<file path="config.mk">
export PLATFORM = sky130hd
export DESIGN_NAME = mac_seq_ctrl
export DESIGN_NICKNAME = d
export VERILOG_FILES = /design/src/rtl/mac_seq_ctrl.sv
export SDC_FILE = /design/constraint.sdc
export NUM_CORES = 1
export LEC_CHECK = 0
export CAP_MARGIN = 20
export CORE_ASPECT_RATIO = 0.6
export CORE_MARGIN = 2
export CORE_UTILIZATION = 36
export CTS_BUF_LIST = sky130_fd_sc_hd__clkbuf_16
export CTS_CLUSTER_DIAMETER = 150
export CTS_CLUSTER_SIZE = 28
export DETAILED_ROUTE_END_ITERATION = 7
export DONT_BUFFER_PORTS = 1
export GPL_TIMING_DRIVEN = 0
export PLACE_DENSITY = 0.61
export SLEW_MARGIN = 20
export SYNTH_ARGS = -nofsm -noshare
export SYNTH_HDL_FRONTEND = slang
export SYNTH_SLANG_ARGS = --single-unit
</file>
<file path="constraint.sdc">
create_clock -name clk -period 9.1 [get_ports clk]
set_input_delay 0.91 -clock clk [delete_from_list [all_inputs] [get_ports clk]]
set_output_delay 0.91 -clock clk [all_outputs]
set_load 0.02 [all_outputs]
</file>
<file path="src/rtl/mac_seq_ctrl.sv">
// Iterative multiply-accumulate sequencer: Result = Acc + A*B mod 2^XLEN, BPC multiplier bits per cycle.
// Latency XLEN/BPC+1 cycles from accept to Done (down to 2 with MAC_SEQ_EARLYOUT_EN defined).
// Backpressure: Ready low and StallE high while an operation is in flight; Kill aborts without side effects.
module mac_seq_ctrl #(
  parameter int XLEN = 64,
  parameter int BPC  = 2
) (
  input  logic            clk,
  input  logic            resetn,
  input  logic            Start,
  input  logic [XLEN-1:0] A,
  input  logic [XLEN-1:0] B,
  input  logic            AccClr,
  input  logic            Kill,
  output logic            Ready,
  output logic            StallE,
  output logic            Done,
  output logic [XLEN-1:0] Result,
  output logic [XLEN-1:0] Acc
);

  localparam int STEPS = XLEN / BPC;
  localparam int CW    = $clog2(STEPS);

  typedef enum logic [1:0] {IDLE, RUN, DONE} state_t;

  state_t          state;
  logic [XLEN-1:0] mcand;
  logic [XLEN-1:0] mplr;
  logic [XLEN-1:0] part;
  logic [XLEN-1:0] res_q;
  logic [XLEN-1:0] acc_q;
  logic [CW-1:0]   cnt;
  logic            ready_q;
  logic            stall_q;
  logic            done_q;

  logic [XLEN-1:0] addend;
  logic [XLEN-1:0] mplr_digit;
  logic [XLEN-1:0] start_base;
  logic            last_step;

  // Partial product for the current BPC-bit multiplier digit, plus the base the next op starts from.
  always_comb begin
    mplr_digit = '0;
    mplr_digit[BPC-1:0] = mplr[BPC-1:0];
    addend     = mcand * mplr_digit;
    start_base = AccClr ? '0 : acc_q;
`ifdef MAC_SEQ_EARLYOUT_EN
    // Remaining multiplier digits all zero: further steps would only add zero.
    last_step  = (cnt == '0) || ((mplr >> BPC) == '0);
`else
    last_step  = (cnt == '0);
`endif
  end

  // Sequencer state, datapath registers and registered handshake outputs.
  always_ff @(posedge clk) begin
    if (!resetn) begin
      state   <= IDLE;
      mcand   <= '0;
      mplr    <= '0;
      part    <= '0;
      res_q   <= '0;
      acc_q   <= '0;
      cnt     <= '0;
      ready_q <= 1'b1;
      stall_q <= 1'b0;
      done_q  <= 1'b0;
    end else begin
      case (state)
        IDLE: begin
          if (Start && !Kill) begin
            mcand   <= A;
            mplr    <= B;
            part    <= start_base;
            acc_q   <= start_base;
            cnt     <= CW'(STEPS - 1);
            state   <= RUN;
            ready_q <= 1'b0;
            stall_q <= 1'b1;
          end else if (AccClr) begin
            acc_q <= '0;
          end
        end
        RUN: begin
          if (Kill) begin
            state   <= IDLE;
            ready_q <= 1'b1;
            stall_q <= 1'b0;
          end else begin
            part  <= part + addend;
            mcand <= mcand << BPC;
            mplr  <= mplr >> BPC;
            if (last_step) begin
              state  <= DONE;
              done_q <= 1'b1;
            end else begin
              cnt <= cnt - 1'b1;
            end
          end
        end
        DONE: begin
          // A flush in the completion cycle drops the writeback.
          if (!Kill) begin
            res_q <= part;
            acc_q <= part;
          end
          state   <= IDLE;
          ready_q <= 1'b1;
          stall_q <= 1'b0;
          done_q  <= 1'b0;
        end
        default: begin
          state   <= IDLE;
          ready_q <= 1'b1;
          stall_q <= 1'b0;
          done_q  <= 1'b0;
        end
      endcase
    end
  end

  // Result follows the live partial sum during the Done cycle, otherwise the last committed value.
  always_comb begin
    Ready  = ready_q;
    StallE = stall_q;
    Done   = done_q;
    Result = done_q ? part : res_q;
    Acc    = acc_q;
  end

endmodule

</file>
==> run metrics, run 1 <==
Seq cells post-synth 330; Chip Width 306.3 um; largest net degree at the start of global routing 29; xor/xnor share of the synthesized area 0.02262; Cells after Synth 2604; CTS tree built; total grt overflow 0; mux cell area share after synthesis 0.04056; Compound-Gate Fraction of Synth Area 0.2160; Psw 0.0009560 W; sequential fraction of design power 0.538; fmax 171.8 MHz; GRT Total Usage 0.2784; clock transition at the registers of the reported paths 0.12 ns; sequential fraction of the synthesis area 0.3346; most common library cell in the layout ignoring fill and taps nand2_1; Top FF cell, synth dfxtp_1; worst-path maximum fanout 10; share of post-route cells with drive strength above 1 0.04081; WP data required 9.49 ns; first-pass GRT wire length 119.2 mm; HP Start res_q[18]; hold depth 2; asr flop ratio synth 0; P_leak 8.126 nW; htree depth 1; final net count 2883; r2r startpoint mplr[0]; switching share of power 0.3275; I/O Buffers 0; antenna violation net count after detailed routing 0; Clock Sinks 330; row count 66; Synth-to-Final Area Change 6.667%; Comb power frac 0.181; # setup viols final 0; Critical Path Start Type flop; fin cells 3338; DP Wirelength 62.49 mm; clock share of power 0.281; Post-synth EDFFs 0; Slew @ Worst Pin 1.212 ns; setup_tns 0 ns; WL per Instance 24.41 um; final count of pins violating max slew 0; RSZ-0062 raised after global routing false; die height 185.4 um; Clock Path Buffers 3; placed cells 3319; Synth Area in Simple Gates 0.2077; Cell Int Power 0.001963 W; Hold Crit Endpoint res_q[18]; Skew-Pair Late Insertion Delay 0.57 ns; Final GP Congestion 0.9616; pwr dens 138.6 mW/mm^2; Syn Std Cell Area 0.01974 mm^2; depth of the worst register-to-register path 17; Worst R2R End part[47]; # IOs 264; Hold Path Class flop to flop; Peak VDD IR 109.8 uV; drc violations 0; # hold bufs at CTS 0; final wirelength 81.49 mm; via count 19.57k; final period utilization 0.6397; CTS Root Cell clkbuf_16; cts repair resizes 0; Setup Skew 0.04095 ns; largest family of logic cells by synthesized area compound AO/OA/AOI/OAI gates; CTS Buf Count 15; Critical Path End Type flop; commonest non-fill, non-tap cells in the layout 639 x nand2_1, 330 x dfxtp_1, 247 x a21oi_1; number of global-route vias before repair 18.42k; yosys warns 0; initial antenna violation count 5; status completed; Initial Util 0.3645; r2r setup slk 3.28 ns; Synth Area in Adders 0.1051; post-CTS setup buffer count 0; Setup CP Type flop to flop; Tmin final 5.821 ns; syn avg cell area 7.582 um^2; Rel. slew slack 0.1917; total iterations of the first detailed-routing run 6; Die Area 0.05679 mm^2; Hold Slack 0.4618 ns; post-synthesis cell type count 62; core area 0.05417 mm^2; syn_nets 2865; Hold Violations, Final 0; DR iter-0 viols 2250; worst path arrival time 6.21 ns; MaxCap Viol Count 0; DR vias/cell 5.863
sequential cells by signal (all words and copies together) (netlist names):
name	flops
part	64
cnt	5
StallE	1
mplr	64
Ready	1
Done	1
res_q	64
state	2
mcand	64
Acc	64
logic make-up (layout without fill, tap and decap cells):
group                      Yosys count  count (layout)
buffers and inverters              386             404
DFF                                330             330
and+or+nand+nor                   1003            1003
other                                0               2
adders and majority gates          128             128
muxes                               72              72
xor gates and xnor gates            51              51
AOI/OAI and AO/OA                  634             634
area by class of cell:
cell class              instances  area (um^2)
clock buffers                  15        375.4
inverters                     194        728.2
diodes                          2        5.005
well taps                     714        893.4
multi-input cells            1888        11690
clock inverters                 2        17.52
repair buffers                  1        7.507
plain buffers                 192        733.2
fillers                      5652        33110
flip-flops and latches        330         6606
metal layers:
layer / up-vias / track usage / wire length (um) / part of all wire
met2: 970 / 0.4010 / 32820 / 0.40
met5: - / 0 / 0 / 0
li1: 8918 / - / - / -
met3: 109 / 0.06407 / 8237 / 0.10
met1: 9573 / 0.4129 / 38320 / 0.47
met4: 0 / 0.07157 / 2113 / 0.026
cells in the mapped netlist (4+ instances only):
library cell  instances  area share
and2_1               21      0.0067
a211oi_1             38       0.014
or2_2                 6      0.0019
nand4_1              21      0.0067
inv_1               194       0.037
a22oi_1               9      0.0034
nand2b_1              6      0.0019
o21bai_1             14      0.0053
xor2_1               20      0.0089
or3_1                 7      0.0022
ha_1                 65       0.041
o21a_1               10      0.0038
o22ai_1               5      0.0016
nor2_1              213       0.040
clkbuf_1            183       0.035
fa_1                 63       0.064
a31oi_1              14      0.0044
nand2_1             639        0.12
a221oi_1             29       0.013
buf_1                 9      0.0017
a311oi_1            140       0.062
and4_1                4      0.0018
xnor2_1              31       0.014
a21oi_1             247       0.063
and3_1               13      0.0041
a221o_1               4      0.0020
o21ai_0              56       0.014
nor3_1               27      0.0068
dfxtp_1             330        0.33
a222oi_1              4      0.0020
o211ai_1              8      0.0030
a21o_1               23      0.0087
nor2b_1               9      0.0029
nand3_1              26      0.0066
nor4_1                4      0.0013
mux2i_1               8      0.0041
mux2_2               64       0.037
stage by stage:
| stage | utilization | power, W | cell area, um^2 | setup WS (ns) |
|---|---|---|---|---|
| CTS | 0.3887 | 0.002916 | 21060 | 3.611 |
| finish | 0.3888 | 0.002919 | 21060 | 3.279 |
| floorplan | - | 0.001922 | 19740 | 5.221 |
| global route | 0.3887 | 0.003033 | 21060 | 3.158 |
| detailed placement | 0.3814 | 0.002112 | 20660 | 3.658 |
| global placement | 0.3810 | 0.002101 | 20640 | 3.121 |
critical path: stages, from the launching register on:
cell and delay, ns:
dfxtp_1 0.36, clkbuf_2 0.50, clkbuf_1 0.59, nand2_1 0.15
fa_1 0.46, inv_1 0.07, ha_1 0.17, inv_1 0.06
fa_1 0.37, nand2b_1 0.20, a21o_1 0.20, a211o_1 0.33
a211oi_1 0.48, nor3_1 0.23, o21ai_0 0.81, xor2_1 0.22
a221oi_1 0.32, a211oi_1 0.10
how the worst max path moves through the flow:
stage                 start       end  slack, ns  cells after the start
global route        mplr[0]  part[47]       3.16                     16
CTS                 mplr[0]  part[47]       3.61                     17
global placement    mplr[0]  part[47]       3.12                     17
floorplan           mplr[1]  part[46]       5.22                     15
finish              mplr[0]  part[47]       3.28                     17
detailed placement  mplr[0]  part[63]       3.66                     17
power by group through the flow:
stage          sequential, W  combinational, W  clock [W]
6_report             0.00157          0.000528   0.000821
3_3_place_gp         0.00160          0.000504          0
2_1_floorplan        0.00158          0.000345          0
5_1_grt              0.00158          0.000579   0.000876
3_5_place_dp         0.00160          0.000512          0
4_1_cts              0.00157          0.000515   0.000834
(Power assumes the default switching activity.)
==> inputs of run 2 (changes only) <==
clock period = 5.7 ns   (was 9.1 ns; I/O delays follow)
==> run 2 against run 1 <==
Effect of this change:
- first-iteration DRC count shrank 0.31%
- worst hold slack lost 0.31 ns
- wire length is essentially flat
- die area is the same
==> run metrics, run 2 (synthesized netlist as in run 1, its figures left out) <==
r2r startpoint mplr[0]; setup_tns 0 ns; Chip Width 306.3 um; final period utilization 0.9718; DR iter-0 viols 2243; largest net degree at the start of global routing 29; Hold Path Class input port to flop; final wirelength 81.51 mm; final net count 2883; # setup viols final 0; fmax 180.5 MHz; final worst setup slack 0.1605 ns; crit path launch mplr[0]; total grt overflow 0; Tmin final 5.540 ns; Setup CP Type flop to flop; MaxCap Viol Count 0; die height 185.4 um; critical path endpoint part[47]; Synth-to-Final Area Change 6.667%; via count 19.55k; CP bufs+invs 4; Skew-Pair Late Insertion Delay 0.57 ns; Slowest-stage cell, CP clkbuf_1; Slew @ Worst Pin 1.216 ns; worst-path maximum fanout 10; total iterations of the first detailed-routing run 6; htree depth 1; final core utilization 0.3888; CTS Buf Count 15; Clock Path Buffers 3; Clock Sinks 330; share of post-route cells with drive strength above 1 0.04081; CTS tree built; most common library cell in the layout ignoring fill and taps nand2_1; cell family contributing the most delay on the critical path compound AO/OA/AOI/OAI gates; Initial Util 0.3645; # IOs 264; crit-path cells clkbuf_2, clkbuf_1, nand2_1, fa_1, inv_1, ha_1, inv_1, fa_1, nand2b_1, a21o_1, a211o_1, a211oi_1, nor3_1, o21ai_1, xor2_1, a221oi_1, a211oi_1; Worst R2R End part[47]; Final GP Congestion 0.9616; DP Wirelength 62.49 mm; DR vias/cell 5.857; slowest stage delay, CP 0.59 ns; commonest non-fill, non-tap cells in the layout 639 x nand2_1, 330 x dfxtp_1, 247 x a21oi_1; number of stages on the worst setup path 17; # hold bufs at CTS 0; status completed; drc violations 0; Peak VDD IR 175.4 uV; r2r setup slk 0.16 ns; Die Area 0.05679 mm^2; Hold Slack 0.1521 ns; clock transition at the registers of the reported paths 0.12 ns; final count of pins violating max slew 0; Hold Violations, Final 0; number of global-route vias before repair 18.42k; row count 66; Critical Path Start Type flop; I/O Buffers 0; placed cells 3319; core area 0.05417 mm^2; Critical Path End Type flop; Setup Skew 0.04109 ns; antenna violation net count after detailed routing 0; CTS Root Cell clkbuf_16; worst path arrival time 5.99 ns; pwr dens 221.2 mW/mm^2; P_leak 8.125 nW; GRT Total Usage 0.2784; Rel. slew slack 0.1892; fin cells 3338; first-pass GRT wire length 119.2 mm; dpl ws 0.2576 ns; WP data required 6.15 ns; initial antenna violation count 5; WL per Instance 24.42 um; RSZ-0062 raised after global routing false; depth of the worst register-to-register path 17
run 2: how the worst min path moves through the flow:
stage / cells past startpoint / to / startpoint
6_report: 2 / mcand[0] / A[0]
5_1_grt: 2 / mplr[62] / B[62]
4_1_cts: 2 / mplr[39] / B[39]
3_5_place_dp: 2 / res_q[18] / res_q[18]
3_3_place_gp: 2 / res_q[6] / res_q[6]
2_1_floorplan: 2 / res_q[0] / res_q[0]
run 2: what timing repair did:
item / CTS / global route
gates resized for setup: 0 / 1
setup buffers: 0 / 0
setup endpoints to repair: 0 / 2
run 2: layer usage:
layer | wire length (um) | track usage | part of all wire
met1 | 38130 | 0.4129 | 0.47
met2 | 32820 | 0.4010 | 0.40
met3 | 8402 | 0.06407 | 0.10
met4 | 2157 | 0.07157 | 0.026
met5 | 0 | 0 | 0
run 2: area by class of cell:
| class | count | area (um^2) |
|---|---|---|
| Sequential cell | 330 | 6606 |
| Inverter | 194 | 728.2 |
| Buffer | 192 | 733.2 |
| Antenna cell | 2 | 5.005 |
| Clock inverter | 2 | 17.52 |
| Tap cell | 714 | 893.4 |
| Multi-Input combinational cell | 1888 | 11690 |
| Fill cell | 5652 | 33110 |
| Clock buffer | 15 | 375.4 |
| Timing Repair Buffer | 1 | 7.507 |
run 2: report_power, final:
group	switching, W	internal [W]
Combinational	0.000603	0.000239
Clock	0.000822	0.000487
Sequential	0.0000996	0.00241
Total	0.00152	0.00313
run 2: metrics by stage:
stage | total power, W | instance area, um^2
after floorplan | 0.003069 | 19740
after global placement | 0.003355 | 20640
after detailed placement | 0.003372 | 20660
after CTS | 0.004656 | 21060
after global routing | 0.004843 | 21060
final | 0.004659 | 21060
run 2: worst reg2reg max path: stages, from the launching register on:
cell	delay, ns
dfxtp_1	0.36
clkbuf_2	0.51
clkbuf_1	0.59
nand2_1	0.15
fa_1	0.46
inv_1	0.07
ha_1	0.17
inv_1	0.06
fa_1	0.37
nand2b_1	0.20
a21o_1	0.21
a211o_1	0.33
a211oi_1	0.48
nor3_1	0.24
o21ai_1	0.56
xor2_1	0.27
a221oi_1	0.12
a211oi_1	0.28
